===== config.mk =====
export PLATFORM = sky130hd
export DESIGN_NAME = led_frame_scheduler
export DESIGN_NICKNAME = d
export VERILOG_FILES = /design/src/rtl/led_pkg.sv /design/src/rtl/rr_arbiter3.sv /design/src/rtl/led_frame_scheduler.sv
export SDC_FILE = /design/constraint.sdc
export NUM_CORES = 1
export LEC_CHECK = 0
export CELL_PAD_IN_SITES_DETAIL_PLACEMENT = 1
export CELL_PAD_IN_SITES_GLOBAL_PLACEMENT = 1
export CORE_ASPECT_RATIO = 0.7
export CORE_MARGIN = 2
export CORE_UTILIZATION = 43
export DETAILED_ROUTE_END_ITERATION = 6
export PLACE_DENSITY = 0.85
export SYNTH_ARGS = -nofsm -noshare
export SYNTH_HDL_FRONTEND = slang
export SYNTH_SLANG_ARGS = --single-unit

===== constraint.sdc =====
create_clock -name clk -period 2.91 [get_ports clk]
set_input_delay 0.582 -clock clk [delete_from_list [all_inputs] [get_ports clk]]
set_output_delay 0.582 -clock clk [all_outputs]
set_load 0.01 [all_outputs]

===== src/rtl/led_pkg.sv =====
// Shared definitions for the LED frame scheduler: state codes, stock colours, requester indices.
package led_pkg;

    localparam logic [2:0] S_IDLE = 3'd0;
    localparam logic [2:0] S_ARB  = 3'd1;
    localparam logic [2:0] S_SHIP = 3'd2;
    localparam logic [2:0] S_RET  = 3'd3;
    localparam logic [2:0] S_GAP  = 3'd4;

    typedef enum logic [2:0] {
        IDLE = S_IDLE,
        ARB  = S_ARB,
        SHIP = S_SHIP,
        RET  = S_RET,
        GAP  = S_GAP
    } state_t;

    // 12-bit GRB: green [11:8], red [7:4], blue [3:0]
    localparam logic [11:0] GREEN  = 12'hF00;
    localparam logic [11:0] RED    = 12'h0F0;
    localparam logic [11:0] BLUE   = 12'h00F;
    localparam logic [11:0] YELLOW = 12'hFF0;
    localparam logic [11:0] BLANK  = 12'h000;

    localparam int REQ_GO   = 0;
    localparam int REQ_AUTO = 1;
    localparam int REQ_GAME = 2;

    function automatic logic [1:0] rr_next(input logic [1:0] idx);
        return (idx >= 2'd2) ? 2'd0 : idx + 2'd1;
    endfunction

endpackage


===== src/rtl/rr_arbiter3.sv =====
// Three-way round-robin pick: first pending index at or after rr, wrapping modulo 3.
module rr_arbiter3
    import led_pkg::*;
(
    input  logic [2:0] pending,
    input  logic [1:0] rr,
    output logic [2:0] gnt,
    output logic [1:0] idx
);

    logic [1:0] cand;

    always_comb begin
        // NOTE: every output and temporary gets a default before any branch, so no latch is inferred.
        gnt  = '0;
        idx  = '0;
        cand = (rr > 2'd2) ? 2'd0 : rr;
        for (int k = 0; k < 3; k++) begin
            if (gnt == 3'b000 && pending[cand]) begin
                gnt[cand] = 1'b1;
                idx       = cand;
            end
            cand = rr_next(cand);
        end
    end

endmodule


===== src/rtl/led_frame_scheduler.sv =====
// Shares the GRB serial shipper between three frame requesters with round-robin grant,
// inter-frame gap enforcement and a stall watchdog.
module led_frame_scheduler
    import led_pkg::*;
#(
    parameter int NREQ     = 3,
    parameter int GAP_CYC  = 1000,
    parameter int WDOG_CYC = 2000000,
    parameter int CW       = 12
) (
    input  logic                 clk,
    input  logic                 reset,
    input  logic [NREQ-1:0]      req,
    input  logic [NREQ*CW-1:0]   req_grb,
    input  logic                 Done,
    input  logic                 allDone,
    output logic                 shipGRB,
    output logic [CW-1:0]        frame_grb,
    output logic [NREQ-1:0]      grant,
    output logic [NREQ-1:0]      ack,
    output logic                 busy,
    output logic                 wdog_err,
    output logic [15:0]          frames
);

    localparam int GW = $clog2(GAP_CYC) + 1;
    localparam int WW = $clog2(WDOG_CYC) + 1;

    state_t          state, state_nxt;
    logic [NREQ-1:0] req_q, pending, req_edge, arb_gnt;
    logic [1:0]      rr, arb_idx;
    logic [CW-1:0]   col [NREQ];
    logic [GW-1:0]   gap_cnt;
    logic [WW-1:0]   wdog_cnt;
    logic            gap_done, wdog_expire, complete, abort;

    assign req_edge    = req & ~req_q;
    assign gap_done    = (gap_cnt == GW'(GAP_CYC - 1));
    assign wdog_expire = (wdog_cnt >= WW'(WDOG_CYC - 1));
    assign complete    = (state == RET) && allDone;
    assign abort       = wdog_expire && (((state == SHIP) && !Done) || ((state == RET) && !allDone));
    assign shipGRB     = (state == SHIP);
    assign busy        = (state != IDLE);

    rr_arbiter3 u_arb (
        .pending (pending),
        .rr      (rr),
        .gnt     (arb_gnt),
        .idx     (arb_idx)
    );

    always_comb begin
        state_nxt = state;
        case (state)
            IDLE:    if (|pending) state_nxt = ARB;
            ARB:     state_nxt = SHIP;
            SHIP:    if (Done) state_nxt = RET;
                     else if (wdog_expire) state_nxt = GAP;
            RET:     if (allDone || wdog_expire) state_nxt = GAP;
            GAP:     if (gap_done) state_nxt = IDLE;
            default: state_nxt = IDLE;
        endcase
    end

    // NOTE: the colour store has no reset; a slot is read only after its own capture edge wrote it.
    always_ff @(posedge clk) begin
        for (int i = 0; i < NREQ; i++)
            if (req_edge[i]) col[i] <= req_grb[i*CW +: CW];
    end

    // NOTE: state is updated with non-blocking assignments so every register sees pre-edge values.
    always_ff @(posedge clk or negedge reset) begin
        if (!reset) begin
            state     <= IDLE;
            req_q     <= '0;
            pending   <= '0;
            rr        <= '0;
            frame_grb <= BLANK;
            grant     <= '0;
            ack       <= '0;
            wdog_err  <= 1'b0;
            frames    <= '0;
            gap_cnt   <= '0;
            wdog_cnt  <= '0;
        end else begin
            state   <= state_nxt;
            req_q   <= req;
            ack     <= '0;
            // a fresh edge on the requester being granted keeps it owed one more frame
            pending <= (pending & ~((state == ARB) ? arb_gnt : '0)) | req_edge;

            if (state == ARB) begin
                grant     <= arb_gnt;
                frame_grb <= col[arb_idx];
                rr        <= rr_next(arb_idx);
            end

            wdog_cnt <= (state == SHIP || state == RET) ? wdog_cnt + 1'b1 : '0;
            gap_cnt  <= (state == GAP) ? gap_cnt + 1'b1 : '0;

            if (complete) begin
                ack    <= grant;
                frames <= frames + 16'd1;
            end else if (abort) begin
                wdog_err <= 1'b1;
            end

            if (state == GAP && gap_done) grant <= '0;
        end
    end

endmodule


Word-level counts from Yosys, hierarchy flattened
Memories as Yosys holds them, arrays and structs flattened. A register that Yosys moved wholly into a read port is not among the register bits.
Index checks and enable logic that the tools add are counted.
{"block": "classes", "n_addsub": 6, "order_cmp": 11, "n_eq_ne": 9, "mux": 40, "n_bitwise": 8, "reduce_logical": 24}
{"cell": "3-bit 2-to-1 mux", "count": 12}
{"cell": "22-bit by 1-bit adder with 22-bit output (second input constant)", "count": 1}
{"cell": "22-bit by 21-bit >= comparator with 1-bit output (second input constant)", "count": 1}
{"cell": "22-bit 2-to-1 mux", "count": 1}
{"cell": "16-bit by 1-bit adder with 16-bit output (second input constant)", "count": 1}
{"cell": "3-bit case mux with 5 select lines", "count": 1}
{"cell": "2-bit 2-to-1 mux", "count": 7}
{"cell": "1-bit 2-to-1 mux", "count": 12}
{"cell": "11-bit by 1-bit adder with 11-bit output (second input constant)", "count": 1}
{"cell": "11-bit by 10-bit == test with 1-bit output (second input constant)", "count": 1}
{"cell": "11-bit 2-to-1 mux", "count": 1}
{"cell": "1-bit logical AND", "count": 10}
{"cell": "3-bit zero test", "count": 3}
{"cell": "2-bit by 3-bit < comparator with 1-bit output (second input constant)", "count": 3}
{"cell": "3-bit OR", "count": 3}
{"cell": "2-bit by 1-bit adder with 2-bit output (second input constant)", "count": 3}
{"cell": "3-bit AND", "count": 2}
{"cell": "1-bit binary-select mux with 2-bit select", "count": 3}
{"cell": "1-bit demux with 2-bit select", "count": 3}
{"cell": "3-bit by 2-bit == test with 1-bit output (second input constant)", "count": 2}
{"cell": "2-bit by 1-bit >= comparator with 1-bit output (second input constant)", "count": 3}
{"cell": "2-bit >= comparator (second input constant)", "count": 3}
{"cell": "3-bit inverter", "count": 2}
{"cell": "2-bit != test (second input constant)", "count": 2}
{"cell": "other kinds (13)", "count": 17}
{"block": "word_totals", "ff_bits": 67, "ramBits": 36, "inputBits": 43, "output_inout_bits": 37, "mem_count": 1}
{"memory": "col", "words": 3, "word_bits": 12, "read_ports": 1, "rd_clocked_by_memory_dff": 1, "wr": 3, "line": "led_frame_scheduler.sv:32", "rtl": "logic [CW-1:0] col [NREQ];"}

Longest topological paths before layout
Gate-level depths: netlist (run 1).
{"block": "logic_depth", "word_depth": 17, "depth_mapped": 11, "depth_no_buf": 9}

Cells and area by module
From an unflattened synthesis (run 1), not the netlist that was laid out.
{"block": "hier_totals", "cells_unflattened": 448, "area_unflattened_um2": 5043.6}
{"module": "led_frame_scheduler", "n_inst": 1, "cells_each": 400, "area_each_um2": 4703.3, "seq_area_each_um2": 3057.9}
{"module": "rr_arbiter3", "n_inst": 1, "cells_each": 48, "area_each_um2": 340.3, "seq_area_each_um2": 0.0}

Least setup slack after synthesis (run 1)
Ideal clock, no wire load.
{"block": "synth_timing", "kind": "register to register", "start": "register rr[0]", "end": "register frame_grb[11], read port of col", "setup_time_ps": 126, "arrival_ps": 2291, "t_required_ps": 2784, "slack_ps": 493, "path_stages_with_launch": 12, "period_less_slack_ps": 2417, "cell_sequence": "dfrtp_1 inv_1 ha_1 buf_4 nand2_1 nand3b_1 and2_4 a31o_4 o21ba_1 o211a_4 buf_6 a221o_1"}
{"block": "synth_via", "elab_chain_cells": 13, "elab_cells_between_ends": 34}
{"element": "from (decl)", "line": "led_frame_scheduler.sv:31", "rtl": "logic [1:0] rr, arb_idx;"}
{"element": "from (signal assigned)", "line": "led_frame_scheduler.sv:95", "rtl": "rr <= rr_next(arb_idx);"}
{"element": "2-bit greater-than comparator", "line": "rr_arbiter3.sv:17", "rtl": "cand = (rr > 2'd2) ? 2'd0 : rr;"}
{"element": "2-bit 2-to-1 mux (*)", "line": "rr_arbiter3.sv:17"}
{"element": "2-bit by 1-bit adder with 2-bit output, or another cell as far along", "line": "led_pkg.sv:30", "rtl": "return (idx >= 2'd2) ? 2'd0 : idx + 2'd1;"}
{"element": "2-bit 2-to-1 mux or 1-bit logical AND (tied branches)", "line": "led_pkg.sv:30, rr_arbiter3.sv:20"}
{"element": "2-bit by 3-bit < comparator with 1-bit output (implied by the code), or another cell as far along", "line": "rr_arbiter3.sv:20", "rtl": "gnt[cand] = 1'b1;"}
{"element": "1-bit logical AND (implied by the code) or 1-bit demux with 2-bit select (tied branches)"}
{"element": "1-bit 2-to-1 mux (implied by the code) or 3-bit 2-to-1 mux (tied branches)", "line": "rr_arbiter3.sv:20, rr_arbiter3.sv:19"}
{"element": "1-bit demux with 2-bit select or 3-bit zero test (tied branches)"}
{"element": "3-bit OR (no line) or 1-bit logical AND (tied branches)"}
{"element": "3-bit 2-to-1 mux", "line": "rr_arbiter3.sv:19", "rtl": "if (gnt == 3'b000 && pending[cand]) begin"}
{"element": "3-bit zero test", "line": "rr_arbiter3.sv:19"}
{"element": "1-bit logical AND", "line": "rr_arbiter3.sv:19"}
{"element": "2-bit 2-to-1 mux (*)", "line": "rr_arbiter3.sv:19"}
{"element": "to (decl)", "line": "led_frame_scheduler.sv:18", "rtl": "output logic [CW-1:0] frame_grb,"}
Every way passes the cells marked *; elsewhere a longest branch is shown, timed or not. The select of a mux whose other input is x is not followed.
A chain may end at the register's enable or synchronous reset.

Worst setup path in the final report (run 1)
{"block": "layout_timing", "start": "register rr[0]", "end": "register frame_grb[7], read port of col"}
Same word-level chain as after synthesis.

==> results of run 1 <==
report_power, final:
part / switching, mW / leakage, nW / internal, mW / total [mW]
sequential: 0.227 / 1.37 / 1.90 / 2.13
clock: 0.799 / 0.296 / 1.44 / 2.24
combinational: 1.37 / 1.06 / 1.02 / 2.39
total: 2.39 / 2.72 / 4.36 / 6.75
sequential cells by signal, summed over array words and instances, names as in the netlist:
register / count
gap_cnt: 11
state: 3
req_q: 3
col: 36
grant: 3
rr: 2
wdog_cnt: 22
wdog_err: 1
pending: 3
frames: 16
frame_grb: 12
ack: 3
stage by stage:
step | instance area (µm²) | hold WS (ns) | std cells | util (%)
after detailed placement | 5998 | 0.4640 | 656 | 53.50
after floorplan | 5025 | 0.2864 | 429 | -
after CTS | 6639 | 0.3764 | 688 | 59.22
after global placement | 5998 | 0.4494 | 656 | 53.50
final | 6681 | 0.3390 | 690 | 59.60
after global routing | 6681 | 0.4206 | 690 | 59.60
path summary, 6_finish.rpt:
kind | startpoint | end | slack, ns | cells after the start
max | rr[0]$_DFFE_PN0P_ | frame_grb[7]$_DFFE_PN0P_ | 0.02 | 11
min | reset | gap_cnt[4]$_DFF_PN0_ | 0.34 | 1
max reg2reg | rr[0]$_DFFE_PN0P_ | frame_grb[7]$_DFFE_PN0P_ | 0.02 | 11
min reg2reg | gap_cnt[0]$_DFF_PN0_ | gap_cnt[0]$_DFF_PN0_ | 0.47 | 1
max in group asynchronous | reset | wdog_cnt[12]$_DFF_PN0_ | 1.89 | 1
min in group clk | gap_cnt[0]$_DFF_PN0_ | gap_cnt[0]$_DFF_PN0_ | 0.47 | 1
cell families after synthesis:
family | synth area share, %
buffers and inverters | 2.092
and+or+nand+nor | 16.96
xor gates and xnor gates | 6.972
AOI/OAI and AO/OA | 10.33
DFF | 60.86
muxes | 1.046
adders and majority gates | 1.743
cell type report:
| type | instances | share of cell area (%) |
|---|---|---|
| timing repair buffer | 89 | 12.92 |
| sequential | 115 | 45.77 |
| clock buffer | 17 | 6.367 |
| clock inverter | 15 | 3.052 |
| inverter | 7 | 0.3933 |
| multi-input combinational | 294 | 28.63 |
| tap | 153 | 2.865 |
worst max-delay path: cells and delay by family (launching register included):
kind | cells | cell delay, ns
buffers and inverters | 3 | 0.48
AOI/OAI and AO/OA | 5 | 1.21
adders and majority gates | 1 | 0.43
and+or+nand+nor | 2 | 0.24
DFF | 1 | 0.41
cells in the final DEF (no fill, tap or decap), types with 3 or more instances in the layout:
| cell type | synthesis | layout |
|---|---|---|
| a21oi_1 | 11 | 11 |
| a221o_1 | 11 | 11 |
| and2_1 | 4 | 4 |
| and3_1 | 9 | 9 |
| and4_1 | 3 | 3 |
| buf_4 | 1 | 11 |
| bufinv_16 | 0 | 4 |
| clkbuf_16 | 0 | 17 |
| clkdlybuf4s50_1 | 0 | 78 |
| clkinvlp_4 | 0 | 4 |
| dfrtp_1 | 79 | 79 |
| edfxtp_1 | 36 | 36 |
| ha_1 | 7 | 6 |
| inv_1 | 7 | 7 |
| inv_6 | 0 | 3 |
| nand2_1 | 54 | 54 |
| nand2b_1 | 4 | 4 |
| nand3_1 | 21 | 21 |
| nand3b_1 | 3 | 3 |
| nand4_1 | 7 | 7 |
| nor2_1 | 40 | 40 |
| nor2b_1 | 7 | 7 |
| nor3_1 | 5 | 4 |
| o21ai_0 | 19 | 19 |
| or3_1 | 9 | 9 |
| xnor2_1 | 17 | 17 |
| xor2_1 | 23 | 23 |
repair_timing:
item	in CTS	in global routing
endpoints found under the setup margin	12	14
cloned	0	1
pin swaps	0	1
setup buffers	0	1
gates resized for setup	1	5
routing by layer:
| layer | vias up | part of all wire (%) | track usage, % |
|---|---|---|---|
| li1 | 1721 | - | - |
| met5 | - | 0 | 0 |
| met1 | 1934 | 43 | 28.53 |
| met3 | 28 | 5.1 | 7.300 |
| met4 | 0 | 1.9 | 9.043 |
| met2 | 107 | 50 | 39.25 |
==> results.cfg, run 1 <==
[run_status]
status = complete, no violations

[sta]
worst_clock_skew_ns = 0.01175
tightest_slew_ns = 1.033
hold_viol = 0
maxSlewViolCount = 0
finalSetupViolations = 0
worst_slack_ns = 0.02410
relSlewSlack_pct = 31.13
post-route-period-util_pct = 99.17
setup_tns_ns = 0
fmax_mhz = 346.5
final.min_clock_period_ns = 2.886

[global_route]
grt_overflow = 0
grt_usage_pct = 23.32
antenna_found_initial = 0
grt_pass1_vias = 4120
grt_pass1_wl_um = 22040
grt_max_degree = 80

[die]
die_h_um = 94.45
pin_count = 80
die_w_um = 133.2
die_area_mm2 = 0.01258
start_util_pct = 44.82
core.rowCount = 32
core_mm2 = 0.01121

[yosys]
synthFlopType = dfrtp_1
ys_top_cells_by_count = dfrtp_1, nand2_1, nor2_1
yosysMostFrequentCell = dfrtp_1
synthDistinctLibCells = 54
netlist.area_leader.share_pct = 39.34
ys_async_sr_fraction_pct = 68.70
yosysTopAreaCell = dfrtp_1
syn_inst = 429
syn-num-nets = 479
synth_seq_cells = 115
synth_edf_count = 36
synth_area_per_cell_um2 = 11.71
syn_area_mm2 = 0.005025
seq_area_frac_synth_pct = 60.86
synth_warnings = 0
ys_top_cells_by_area = dfrtp_1, edfxtp_1, nand2_1

[detailed_routing]
vias = 3790
first_iter_violations = 221
viasPerCell = 5.493
avgRoutedWirePerCell_um = 20.33
first_pass_iters = 4
drc = 0
routed_wl_um = 14030
ant_nets = 0

[critical_path]
critPathKind = reg2reg
critPathSlowestCell = ha_1
cp-start-kind = flop
crit_path_frequent_cell = buf_4
crit_chain = inv_1 > ha_1 > buf_4 > nand2_1 > o22a_1 > a21oi_2 > nand3_4 > o211ai_1 > buf_4 > o41ai_2 > a221o_1
arrival_ns = 3.18
crit_fanout = 7
slowest_delay_ns = 0.43
end_kind = flop
crit_required_ns = 3.20

[min_path]
hold_path.class = in2async

[place]
port_buffers = 79
hpwl_um = 8878
gp_congestion = 0.8743
place_ws_ns = -0.1848

[clocking]
cts_root_buffer = clkbuf_16
cts_max_level = 4
clkSlewWorstSetupHoldPaths_ns = 0.06
tritoncts = yes
cts_max_path_buffers = 2
insertion_delay_ns = 0.42
clock-sinks = 115
cts_made_buffers = 17
postCtsHoldBufs = 0

[power]
p_total_mw = 6.755
power_density_mw_per_mm2 = 1011
vdd_ir_drop_max_mv = 0.6211
leakagePower_nw = 2.725

[final_layout]
filler_cell_count = 1148
finalNetCount = 574
area_growth_pct = 32.97
regArea_mm2 = 0.003058
multi_input_comb_area_mm2 = 0.001913
n_antenna_cell = 0
drive_gt1_share_pct = 12.10

[flow_run]
timing.max_cap.violations = 0
(Power assumes the default switching activity.)
==> run 2, diff against run 1 <==
- CORE_MARGIN: 2 -> 4
- CORE_UTILIZATION: 43 -> 44
- CTS_BUF_LIST: unset -> sky130_fd_sc_hd__clkbuf_8
- PLACE_DENSITY: 0.85 -> 0.87
==> results.cfg, run 2 (synthesized netlist as in run 1, its figures left out) <==
[run_status]
status = complete, no violations

[final_layout]
layout_commonest_cell = dfrtp_1
largest_reg_flops = 36
finalNetCount = 573
stdcell_count = 689
top_register = col
regArea_mm2 = 0.003058
filler_cell_count = 1152
area_growth_pct = 28.83
top_regs = col (36), wdog_cnt (22), frames (16)
drive_gt1_share_pct = 12.13
n_antenna_cell = 0
multi_input_comb_area_mm2 = 0.001948
final_cell_mix = dfrtp_1, clkdlybuf4s50_1, nand2_1, nor2_1, edfxtp_1

[sta]
hold_viol = 0
relSlewSlack_pct = 33.07
maxSlewViolCount = 0
worst_clock_skew_ns = 0.01326
timing.hold.ws_ns = 0.3065
finalSetupViolations = 0
fmax_mhz = 353.3
final.min_clock_period_ns = 2.831
post-route-period-util_pct = 97.27
tightest_slew_ns = 1.004

[clocking]
cts_max_path_buffers = 2
cts_root_buffer = clkbuf_8
cts_made_buffers = 17
clock-sinks = 115
cts_max_level = 4
postCtsHoldBufs = 0
clkSlewWorstSetupHoldPaths_ns = 0.07
insertion_delay_ns = 0.45
tritoncts = yes

[detailed_routing]
first_iter_violations = 213
avgRoutedWirePerCell_um = 19.35
vias = 3709
routed_wl_um = 13330
viasPerCell = 5.383
first_pass_iters = 6
ant_nets = 0
drc = 0

[critical_path]
end_kind = flop
critPathKind = reg2reg
startpoint = rr[1]$_DFFE_PN0P_
r2r_cells = 10
timing.rr.end = frame_grb[10]$_DFFE_PN0P_
cp-start-kind = flop
crit_fanout = 9
arrival_ns = 3.16
worstReg2RegStart = rr[1]$_DFFE_PN0P_
r2r_setup_slack_ns = 0.08
crit_path_end = frame_grb[10]$_DFFE_PN0P_
crit_required_ns = 3.24

[die]
die_area_mm2 = 0.01322
start_util_pct = 45.31
pin_count = 80
die_w_um = 135.7
core.rowCount = 32
core_mm2 = 0.01109
die_h_um = 97.41

[power]
p_total_mw = 6.044
vdd_ir_drop_max_mv = 0.5264
power_density_mw_per_mm2 = 933.6
leakagePower_nw = 2.633

[place]
place_inst = 654
port_buffers = 79
hpwl_um = 8933
gp_congestion = 0.8055

[global_route]
grt_pass1_vias = 4053
grt_overflow = 0
grt_pass1_wl_um = 21470
grt_usage_pct = 21.13
grt_max_degree = 80
antenna_found_initial = 0

[flow_run]
timing.max_cap.violations = 0

[min_path]
hold_path.class = in2async
## run 2: cell types whose count changed in the layout (fill, tap and decap cells not counted), moves of 2 or more
cell,previous run,this run
clkbuf_16,17,0
ha_4,0,2
mux2i_1,1,3
clkbuf_8,0,17
bufinv_16,4,2
ha_1,6,4
mux2i_2,2,0
## run 2: routing by layer
metal | routed length [µm] | GRT usage [%] | vias to the layer above
li1 | - | - | 1709
met1 | 5669 | 27.63 | 1836
met2 | 6513 | 32.87 | 129
met3 | 796 | 6.418 | 35
met4 | 353 | 8.675 | 0
met5 | 0 | 0 | -
## run 2: final cells by class
type / count / share of cell area (%)
multi-input combinational: 294 / 30.09
clock buffer: 17 / 3.614
tap: 153 / 2.957
timing repair buffer: 88 / 13.22
sequential: 115 / 47.24
clock inverter: 15 / 2.474
inverter: 7 / 0.4059
## run 2: worst min-delay path by stage
stage	start	cells after the start	end
after floorplan	reset	0	ack[0]$_DFF_PN0_
after global placement	gap_cnt[0]$_DFF_PN0_	1	gap_cnt[0]$_DFF_PN0_
after detailed placement	frames[15]$_DFFE_PN0P_	1	frames[15]$_DFFE_PN0P_
after CTS	reset	1	req_q[1]$_DFF_PN0_
after global routing	reset	1	req_q[1]$_DFF_PN0_
final	reset	1	gap_cnt[3]$_DFF_PN0_
## run 2: timing repair
item                                    4_1_cts  5_1_grt
hold endpoints to repair                      0        0
pin swaps                                     0        3
resized for setup                             1       10
endpoints found under the setup margin       12       14
buffers inserted                              0        2
cloned                                        0        1
## run 2: where the power goes
group | switching, mW | internal [mW] | total (mW)
Combinational | 1.34 | 1.07 | 2.41
Sequential | 0.246 | 1.90 | 2.14
Clock | 0.727 | 0.768 | 1.49
## run 2: critical path, cell delays in order, from the launching register on
cell      delay (ns)
dfrtp_1         0.47
inv_1           0.15
ha_4            0.21
mux2i_1         0.26
mux2i_1         0.20
a21oi_2         0.30
nand3_4         0.18
o211ai_1        0.22
buf_4           0.18
o41ai_4         0.13
a221o_2         0.41
## run 2: through the flow
stage          util (%)  setup TNS (ns)  setup WS (ns)  area [µm²]
2_1_floorplan         -               0         0.4927        5025
3_3_place_gp      53.95         -0.3668       -0.03944        5983
3_5_place_dp      53.95          -2.729        -0.2495        5983
4_1_cts           57.60               0       0.009233        6389
5_1_grt           58.37         -0.2458       -0.04387        6474
6_report          58.37               0        0.07937        6474
